**config.mk**
```make
export PLATFORM = sky130hd
export DESIGN_NAME = conv_window_reader
export DESIGN_NICKNAME = d
export VERILOG_FILES = /design/src/rtl/conv_window_reader.sv
export SDC_FILE = /design/constraint.sdc
export NUM_CORES = 1
export LEC_CHECK = 0
export ABC_CLOCK_PERIOD_IN_PS = 4700
export BUFFER_PORTS_ARGS = -buffer_cell sky130_fd_sc_hd__buf_2
export CORE_MARGIN = 2
export CORE_UTILIZATION = 50
export CTS_CLUSTER_SIZE = 8
export DETAILED_ROUTE_END_ITERATION = 6
export MAX_ROUTING_LAYER = met4
export PLACE_DENSITY = 0.76
export SLEW_MARGIN = 20
export SYNTH_ARGS = -nofsm -noshare
export SYNTH_HDL_FRONTEND = slang
export SYNTH_SLANG_ARGS = --single-unit
```
**constraint.sdc**
```tcl
create_clock -name clk -period 4.7 [get_ports clk]
set_input_delay 0.47 -clock clk [delete_from_list [all_inputs] [get_ports clk]]
set_output_delay 0.47 -clock clk [all_outputs]
set_load 0.01 [all_outputs]
```
**src/rtl/conv_window_reader.sv**
```systemverilog
// Sliding KxK window address generator and pixel streamer.
// Reads an image memory and emits window pixels with first/last tags.
module conv_window_reader #(
  parameter int IMG_W = 28,
  parameter int IMG_H = 28,
  parameter int K     = 3,
  parameter int DW    = 8,
  parameter int AW    = 10
) (
  input  logic          clk,
  input  logic          reset,
  input  logic          start,
  output logic [AW-1:0] mem_addr,
  output logic          mem_en,
  input  logic [DW-1:0] mem_rdata,
  output logic [DW-1:0] pix_data,
  output logic          pix_valid,
  input  logic          pix_ready,
  output logic          pix_first,
  output logic          pix_last,
  output logic          frame_last,
  output logic          busy,
  output logic          done
);

  localparam logic [AW-1:0] ONE  = AW'(1);
  localparam logic [AW-1:0] KM1  = AW'(K - 1);
  localparam logic [AW-1:0] CMAX = AW'(IMG_W - K);
  localparam logic [AW-1:0] RMAX = AW'(IMG_H - K);
  localparam logic [AW-1:0] WA   = AW'(IMG_W);

  typedef enum logic [1:0] {
    IDLE,
    RUN,
    DRAIN
  } state_t;

  state_t state, state_nx;

  logic [AW-1:0] r, c, kr, kc;
  logic          inflight;
  logic [2:0]    tag;
  logic [DW+2:0] ent0, ent1, head;
  logic          wptr, rptr;
  logic [1:0]    cnt, credit;
  logic          push, pop, run;
  logic          wrap_kc, wrap_kr, wrap_c, wrap_r, fin;

  assign run     = (state == RUN);
  assign wrap_kc = (kc == KM1);
  assign wrap_kr = (kr == KM1);
  assign wrap_c  = (c == CMAX);
  assign wrap_r  = (r == RMAX);

  assign push      = inflight;
  assign pix_valid = (cnt != 2'd0);
  assign pop       = pix_valid && pix_ready;

  // A slot freed by this cycle's pop counts as free, so a read can
  // issue every cycle while the consumer keeps up.
  assign credit = cnt + {1'b0, inflight} - {1'b0, pop};
  assign mem_en = run && (credit < 2'd2);
  assign fin    = mem_en && wrap_kc && wrap_kr && wrap_c && wrap_r;

  assign mem_addr = (r + kr) * WA + c + kc;

  assign head = rptr ? ent1 : ent0;
  assign {pix_data, pix_first, pix_last, frame_last} = head;

  assign busy = (state != IDLE) || done;

  // FSM state register.
  always_ff @(posedge clk or posedge reset) begin
    if (reset) state <= IDLE;
    else       state <= state_nx;
  end

  // Next state: run until final read issued, drain until final pixel leaves.
  always_comb begin
    state_nx = state;
    unique case (state)
      IDLE:    if (start) state_nx = RUN;
      RUN:     if (fin) state_nx = DRAIN;
      DRAIN:   if (pop && head[0]) state_nx = IDLE;
      default: state_nx = IDLE;
    endcase
  end

  // Window counters: kc fastest, then kr, then c, then r; step per read.
  always_ff @(posedge clk or posedge reset) begin
    if (reset) begin
      r  <= '0;
      c  <= '0;
      kr <= '0;
      kc <= '0;
    end else if (mem_en) begin
      if (!wrap_kc) begin
        kc <= kc + ONE;
      end else begin
        kc <= '0;
        if (!wrap_kr) begin
          kr <= kr + ONE;
        end else begin
          kr <= '0;
          if (!wrap_c) begin
            c <= c + ONE;
          end else begin
            c <= '0;
            if (!wrap_r) r <= r + ONE;
            else         r <= '0;
          end
        end
      end
    end
  end

  // Tag pipeline: flags ride alongside the read for its one-cycle latency.
  always_ff @(posedge clk or posedge reset) begin
    if (reset) begin
      inflight <= 1'b0;
      tag      <= '0;
    end else begin
      inflight <= mem_en;
      if (mem_en) begin
        tag <= {(kr == '0) && (kc == '0),
                wrap_kr && wrap_kc,
                wrap_kr && wrap_kc && wrap_c && wrap_r};
      end
    end
  end

  // Two-entry output FIFO holding returned data with its flags.
  always_ff @(posedge clk or posedge reset) begin
    if (reset) begin
      ent0 <= '0;
      ent1 <= '0;
      wptr <= 1'b0;
      rptr <= 1'b0;
      cnt  <= 2'd0;
    end else begin
      if (push) begin
        if (wptr) ent1 <= {mem_rdata, tag};
        else      ent0 <= {mem_rdata, tag};
        wptr <= ~wptr;
      end
      if (pop) rptr <= ~rptr;
      cnt <= cnt + {1'b0, push} - {1'b0, pop};
    end
  end

  // Done pulses the cycle after the final pixel is accepted.
  always_ff @(posedge clk or posedge reset) begin
    if (reset) done <= 1'b0;
    else       done <= (state == DRAIN) && pop && head[0];
  end

endmodule

```
==> results of run 1 <==
==> worst max path at each step <==
stage          start          end  slack [ns]  depth (start not counted)
2_1_floorplan   r[0]  mem_addr[9]       -0.16                         18
3_3_place_gp    r[0]  mem_addr[9]       -0.20                         16
3_5_place_dp   kr[0]  mem_addr[9]       -0.27                         16
4_1_cts         r[0]  mem_addr[9]       -0.53                         20
5_1_grt         r[0]  mem_addr[9]       -0.80                         19
6_report        r[0]  mem_addr[9]       -0.61                         19
==> cell usage in the layout, fill, tap and decap left out, types with 17 or more instances in the layout <==
cell type	instances
buf_4	32
dfrtp_1	72
buf_2	36
xor2_1	17
xnor2_1	26
nand2_1	23
ha_1	30
mux2_2	34
inv_1	38
nor2_1	21
==> worst register-to-register path, cell delays in order, from the launching register on <==
cell,delay [ns]
dfrtp_1,0.38
or2_2,0.31
nand2_1,0.14
inv_1,0.07
ha_1,0.27
inv_1,0.06
ha_1,0.16
xor3_1,0.24
or3b_1,0.55
clkinv_4,0.16
and4_1,0.49
nand4_4,0.17
nor2_1,0.14
xor2_1,0.19
==> flip-flops by register name (all words and copies together), names as in the netlist, 2 cells and up <==
| signal | flops |
|---|---|
| cnt | 2 |
| ent1 | 11 |
| kr | 10 |
| r | 10 |
| ent0 | 11 |
| state | 2 |
| kc | 10 |
| c | 10 |
| tag | 3 |
==> routing by layer <==
layer / share of wire / wire length [um] / global-route usage / vias up
li1: - / - / - / 1629
met1: 0.46 / 4245 / 0.2650 / 1638
met2: 0.49 / 4444 / 0.3337 / 67
met3: 0.033 / 303 / 0.03203 / 15
met4: 0.017 / 152 / 0.06955 / 0
met5: 0 / 0 / - / -
==> metrics by stage <==
| step | utilization | setup WS, ns | std cells | hold WS, ns |
|---|---|---|---|---|
| final | 0.6140 | -0.6067 | 620 | 0.2193 |
| after global routing | 0.6140 | -0.8022 | 620 | 0.2694 |
| after CTS | 0.6011 | -0.5312 | 616 | 0.2338 |
| after detailed placement | 0.5685 | -0.2724 | 599 | 0.4692 |
| after global placement | 0.5685 | -0.2016 | 599 | 0.4619 |
| after floorplan | - | -0.1615 | 429 | 0.4428 |
==> repair_timing <==
| action | CTS | global route |
|---|---|---|
| setup buffers | 1 | 4 |
| pin swaps | 23 | 12 |
| endpoints found under the setup margin | 4 | 4 |
| gates cloned | 0 | 0 |
| endpoints found under the hold margin | 0 | 0 |
| resized for setup | 13 | 13 |
==> kinds of logic after synthesis <==
family | synth area share
multiplexers | 0.08297
flip-flops | 0.3959
AND/OR/NAND/NOR | 0.1410
XOR/XNOR | 0.1068
buffers and inverters | 0.04365
adder cells (fa/ha/maj) | 0.1567
AO/OA/AOI/OAI | 0.07294
==> final cells by class <==
type | instances | area share
clock buffers | 11 | 0.02707
inverters | 42 | 0.02908
multi-input cells | 308 | 0.5016
repair buffers | 70 | 0.07919
clock inverters | 5 | 0.01141
flip-flops and latches | 73 | 0.3268
well taps | 111 | 0.02483
==> flow_summary.json, run 1 <==
{
  "tns_ns": -1.050,
  "r2r_end": "r[5]",
  "ys_seq_area_frac": 0.3959,
  "synth_cells": 429,
  "drc": 0,
  "slowest_stage": "fa_1",
  "fill_cells": 735,
  "routed_wl_mm": 9.145,
  "rsz0062_at_grt": "true",
  "min_path_type": "in -> async",
  "dpl_cell_area_sq_um": 5179,
  "synthTopCellsByArea": "dfrtp_1 (40%), ha_1 (10%), mux2_2 (8.3%)",
  "synth_common_cells": "dfrtp_1 (73), inv_1 (41), ha_1 (37)",
  "ff2ff_path_depth": 13,
  "synth_edf_count": 0,
  "fin_crit_ns": 5.307,
  "reg2reg_from": "cnt[1]",
  "synthFlopType": "dfrtp_1",
  "violations": "setup timing",
  "ys_ff_latch": 73,
  "yosysTopAreaCell": "dfrtp_1",
  "yosysMostFrequentCell": "dfrtp_1",
  "synthArstFlopShare": 1.000,
  "die_height_um": 100.1,
  "rows": 35,
  "pin_count": 37,
  "antenna_found_initial": 0,
  "clk_pin_slew_worst_paths_ns": 0.08,
  "cts_root_buf": "clkbuf_8",
  "globalplace.congestion": 0.8608,
  "grt_usage": 0.2054,
  "fin_skew_ns": 0.01399,
  "htreeDepth": 3,
  "crit_arrival_ns": 4.84,
  "drt_iter0_drc": 145,
  "cp-start-kind": "flop",
  "fin_crit_sh": 1.129,
  "cts.sinks": 73,
  "max_stage_delay_ns": 0.60,
  "synth_top_area_share": 0.3959,
  "core_area_sq_um": 9109,
  "die_area_sq_um": 10010,
  "grt_max_degree": 42,
  "clock_latency_ns": 0.35,
  "postRouteAntennaNets": 0,
  "n_antenna_cell": 0,
  "path_buf_inv": 3,
  "vias_per_cell": 5.402,
  "ys_warn_count": 0,
  "grt_pass1_vias": 3420,
  "required_ns": 4.23,
  "hold_viol_final": 0,
  "rrSetupSlack_ns": 1.28,
  "holdBufCountCts": 0,
  "worstSetupPathType": "reg -> out",
  "start_util": 0.5066,
  "crit_family": "adder cells",
  "first_pass_iters": 4,
  "cts_tree": "done",
  "die_w_um": 100.1,
  "seqCellArea_sq_um": 1828,
  "overflow": 0,
  "syn_nets": 491,
  "relSlewSlack": 0.5478,
  "grt_pass1_wl_mm": 15.81,
  "clock.fmax_ghz": 0.1884,
  "cts_max_path_buffers": 2,
  "setup_ws_ns": -0.6067,
  "yosys.cell_types.count": 48,
  "drive_above_1_share": 0.3183,
  "synth.cell_area_sq_um": 4614,
  "multi_input_area_sq_um": 2805,
  "syn_to_final_growth_pct": 21.20,
  "port_buffers": 36,
  "synth.avg_cell_area_sq_um": 10.76,
  "maxSlewViolCount": 0,
  "status": "finished with violations",
  "wl_per_cell_um": 14.75,
  "critPathCaptureType": "output pin",
  "crit_fanout": 4,
  "setup_viol": 3,
  "dpl.hpwl_mm": 6.994,
  "path_cells": "ha_4, fa_2, a21oi_2, o21bai_1, xnor2_1, inv_1, fa_1, inv_2, ha_4, a21oi_4, xnor2_2, fa_1, ha_4, or2_4, a21oi_2, a21oi_2, xnor3_1, xnor2_2, buf_2",
  "routed-via-count": 3349,
  "cts_buffers": 9,
  "fin_area_sq_um": 5593,
  "drv_cap": 0,
  "tightest_slew_ns": 0.6773,
  "nets": 566
}
Power of run 1 is not shown: default switching activity piles up to over one toggle a cycle in this logic, so the estimate is an artifact.
==> run 2: changes to the inputs <==
Settings changed: CORE_MARGIN 2 to default, PLACE_DENSITY 0.76 to default, PLACE_DENSITY_LB_ADDON from default to 0.12.
==> flow_summary.json, run 2 (synthesized netlist as in run 1, its figures left out) <==
{
  "drc": 7,
  "grt_usage": 0.2157,
  "cp-start-kind": "flop",
  "min_path_type": "in -> async",
  "grt_max_degree": 40,
  "first_pass_iters": 6,
  "rsz0062_at_grt": "true",
  "overflow": 0,
  "fill_cells": 728,
  "maxSlewViolCount": 0,
  "setup_viol": 2,
  "crit_arrival_ns": 4.74,
  "routed-via-count": 3334,
  "vias_per_cell": 5.386,
  "cts_buffers": 9,
  "die_area_sq_um": 9617,
  "clock_latency_ns": 0.34,
  "clk_pin_slew_worst_paths_ns": 0.08,
  "crit_fanout": 3,
  "grt_pass1_wl_mm": 15.97,
  "final_cell_mix": "dfrtp_1 (72), inv_1 (38), buf_2 (36), mux2_2 (34), buf_4 (34)",
  "largestRegisters": "ent0 (11), ent1 (11)",
  "die_height_um": 98.07,
  "port_buffers": 36,
  "worstSetupPathType": "reg -> out",
  "drive_above_1_share": 0.3229,
  "relSlewSlack": 0.4477,
  "start_util": 0.5215,
  "antenna_found_initial": 0,
  "drt_iter0_drc": 137,
  "cts_root_buf": "clkbuf_8",
  "dp.cells": 600,
  "fin_crit_sh": 1.109,
  "tightest_slew_ns": 0.8272,
  "globalplace.congestion": 0.8069,
  "status": "finished with violations",
  "final-instance-count-excl-fill": 619,
  "final_util": 0.6348,
  "postRouteAntennaNets": 0,
  "violations": "DRC, setup timing",
  "nets": 569,
  "core_area_sq_um": 8848,
  "setup_ws_ns": -0.5123,
  "cts_tree": "done",
  "grt_pass1_vias": 3356,
  "rows": 34,
  "htreeDepth": 3,
  "critPathCaptureType": "output pin",
  "final_common_cell": "dfrtp_1",
  "dpl.hpwl_mm": 6.812,
  "tns_ns": -0.5901,
  "required_ns": 4.23,
  "drv_cap": 0,
  "die_w_um": 98.07,
  "cts.sinks": 73,
  "wl_per_cell_um": 14.77,
  "hold_viol_final": 0,
  "n_antenna_cell": 0,
  "place_ws_ns": -0.2842,
  "pin_count": 37,
  "syn_to_final_growth_pct": 21.72,
  "fin_crit_ns": 5.212,
  "clock.fmax_ghz": 0.1919,
  "routed_wl_mm": 9.142,
  "cts_max_path_buffers": 2,
  "fin_skew_ns": 0.01262
}
## run 2: metal layers
metal | part of all wire | track usage
met1 | 0.47 | 0.2813
met2 | 0.49 | 0.3467
met3 | 0.027 | 0.03436
met4 | 0.014 | 0.06527
met5 | 0 | -
## run 2: path summary, 6_finish.rpt
kind	slack, ns	endpoint	startpoint	cells past startpoint
min	0.28	r[8]	reset	2
max in group asynchronous	3.47	ent0[1]	reset	3
min in group clk	0.37	ent1[10]	mem_rdata[7]	2
max	-0.51	mem_addr[9]	r[0]	19
max reg2reg	1.34	r[7]	cnt[1]	13
min reg2reg	0.47	r[9]	r[9]	1
## run 2: worst max-delay path, cell delays in order, from the launching register on
cell and delay, ns:
dfrtp_2 0.43, ha_4 0.17, fa_2 0.37, buf_6 0.14, xor2_4 0.16, inv_1 0.10
xnor2_1 0.13, ha_1 0.32, ha_1 0.32, a21o_1 0.18, a21oi_4 0.14, xnor2_2 0.13
fa_1 0.47, ha_4 0.23, or2_4 0.23, a21oi_2 0.13, a21oi_2 0.06, xnor3_1 0.38
xnor2_2 0.14, buf_2 0.15
## run 2: area by class of cell
type | count | area [sq um] | share of cell area
clock buffers | 9 | 123.9 | 0.02205
clock inverters | 6 | 83.83 | 0.01493
inverters | 42 | 162.7 | 0.02896
multi-input cells | 308 | 2814 | 0.5010
flip-flops and latches | 73 | 1828 | 0.3255
well taps | 108 | 135.1 | 0.02406
repair buffers | 73 | 469.2 | 0.08354
## run 2: what timing repair did
item | in CTS | in global routing
gates resized for setup | 12 | 17
pin swaps | 20 | 11
endpoints found under the setup margin | 4 | 4
hold buffers | 0 | 0
buffers inserted | 3 | 1
## run 2: through the flow
| stage | hold slack (ns) | area, sq um |
|---|---|---|
| detailed placement | 0.4600 | 5205 |
| finish | 0.2822 | 5617 |
| global placement | 0.4616 | 5205 |
| CTS | 0.3049 | 5503 |
| floorplan | 0.4428 | 4681 |
| global route | 0.3497 | 5617 |
Power of run 2 is left out for the same reason.
==> run 3: changes to the inputs <==
Settings changed: CORE_UTILIZATION 50 to 55.
==> flow_summary.json, run 3 (synthesized netlist as in run 1, its figures left out) <==
{
  "status": "finished with violations",
  "violations": "DRC, setup timing",
  "cts_max_path_buffers": 2,
  "htreeDepth": 3,
  "maxSlewViolCount": 0,
  "wl_per_cell_um": 14.35,
  "cp_common_cell": "xnor2_1",
  "holdBufCountCts": 0,
  "dp.cells": 594,
  "crit_arrival_ns": 4.66,
  "dpl.hpwl_mm": 6.589,
  "final_cell_mix": "dfrtp_1 (72), inv_1 (38), buf_2 (36), mux2_2 (34), ha_1 (32)",
  "grt_usage": 0.2343,
  "routed_wl_mm": 8.770,
  "slowest_stage": "fa_1",
  "hold_slack_ns": 0.1993,
  "final_util": 0.6618,
  "crit_family": "adder cells",
  "path_buf_inv": 3,
  "grt_pass1_vias": 3350,
  "cts_root_buf": "clkbuf_8",
  "min_path_type": "in -> async",
  "die_w_um": 93.60,
  "fin_skew_ns": 0.007028,
  "globalplace.congestion": 0.8178,
  "final_common_cell": "dfrtp_1",
  "cts_tree": "done",
  "rsz0062_at_grt": "true",
  "path_cells": "ha_4, fa_2, a21oi_2, o21bai_1, xnor2_1, inv_1, fa_1, inv_2, ha_4, a21o_1, a21oi_2, xnor2_1, fa_2, xor2_1, xnor2_1, xnor2_1, xnor2_1, xnor3_1, xnor2_2, buf_2",
  "worstSetupPathType": "reg -> out",
  "port_buffers": 36,
  "core_area_sq_um": 8175,
  "cp-start-kind": "flop",
  "fin_crit_sh": 1.092,
  "routed-via-count": 3282,
  "first_pass_iters": 7,
  "cts.sinks": 73,
  "cts_buffers": 9,
  "clock.fmax_ghz": 0.1948,
  "final-instance-count-excl-fill": 611,
  "start_util": 0.5644,
  "n_antenna_cell": 0,
  "clk_pin_slew_worst_paths_ns": 0.08,
  "relSlewSlack": 0.5732,
  "drt_iter0_drc": 92,
  "setup_viol": 3,
  "drv_cap": 0,
  "tightest_slew_ns": 0.6393,
  "required_ns": 4.23,
  "max_stage_delay_ns": 0.50,
  "grt_max_degree": 44,
  "overflow": 0,
  "die_height_um": 93.60,
  "rows": 33,
  "fin_crit_ns": 5.133,
  "postRouteAntennaNets": 0,
  "clock_latency_ns": 0.35,
  "largestRegisters": "ent0 (11), ent1 (11)",
  "die_area_sq_um": 8760,
  "syn_to_final_growth_pct": 17.25,
  "nets": 563,
  "drive_above_1_share": 0.2885,
  "antenna_found_initial": 0,
  "critPathCaptureType": "output pin",
  "grt_pass1_wl_mm": 15.38,
  "pin_count": 37,
  "crit_fanout": 4,
  "drc": 1,
  "hold_viol_final": 0,
  "vias_per_cell": 5.372,
  "setup_ws_ns": -0.4328
}
==> run 3: cell count changes in the layout (fill, tap and decap cells not counted), sizes merged <==
cell,change
clkinvlp,+1
bufinv,-2
buf,-6
clkbuf,+2
==> run 3: worst paths after layout <==
| check | start | to | slack (ns) | cells after the start |
|---|---|---|---|---|
| hold / removal | reset | r[7] | 0.20 | 2 |
| max in group asynchronous | reset | ent1[1] | 3.53 | 3 |
| setup reg to reg | cnt[1] | r[5] | 1.38 | 13 |
| setup / recovery | r[0] | mem_addr[9] | -0.43 | 20 |
| hold reg to reg | r[9] | r[9] | 0.47 | 1 |
| min in group clk | mem_rdata[6] | ent0[9] | 0.37 | 2 |
==> run 3: stage by stage <==
| step | setup WS (ns) | area, sq um | setup TNS (ns) |
|---|---|---|---|
| floorplan | -0.1615 | 4681 | -0.1615 |
| global placement | -0.2103 | 5179 | -0.2103 |
| detailed placement | -0.2597 | 5179 | -0.2597 |
| CTS | -0.4574 | 5410 | -0.7053 |
| global route | -0.6912 | 5410 | -1.482 |
| finish | -0.4328 | 5410 | -0.6537 |
==> run 3: layout make-up <==
| type | instances | area (sq um) |
|---|---|---|
| fillers | 672 | 2765 |
| multi-input cells | 308 | 2703 |
| clock buffers | 11 | 141.4 |
| inverters | 42 | 162.7 |
| repair buffers | 67 | 412.9 |
| flip-flops and latches | 73 | 1828 |
| well taps | 105 | 131.4 |
| clock inverters | 5 | 31.28 |
==> run 3: timing repair <==
item	CTS	global route
setup endpoints to repair	4	4
hold endpoints to repair	0	0
gates resized for setup	10	0
setup buffers	1	0
pin swaps	24	0
==> run 3: metal layers <==
metal	vias up	GRT usage	share of wire
li1	1623	-	-
met5	-	-	0
met1	1597	0.2999	0.48
met3	12	0.04634	0.024
met2	50	0.3830	0.48
met4	0	0.06154	0.016
Power of run 3 is left out for the same reason.
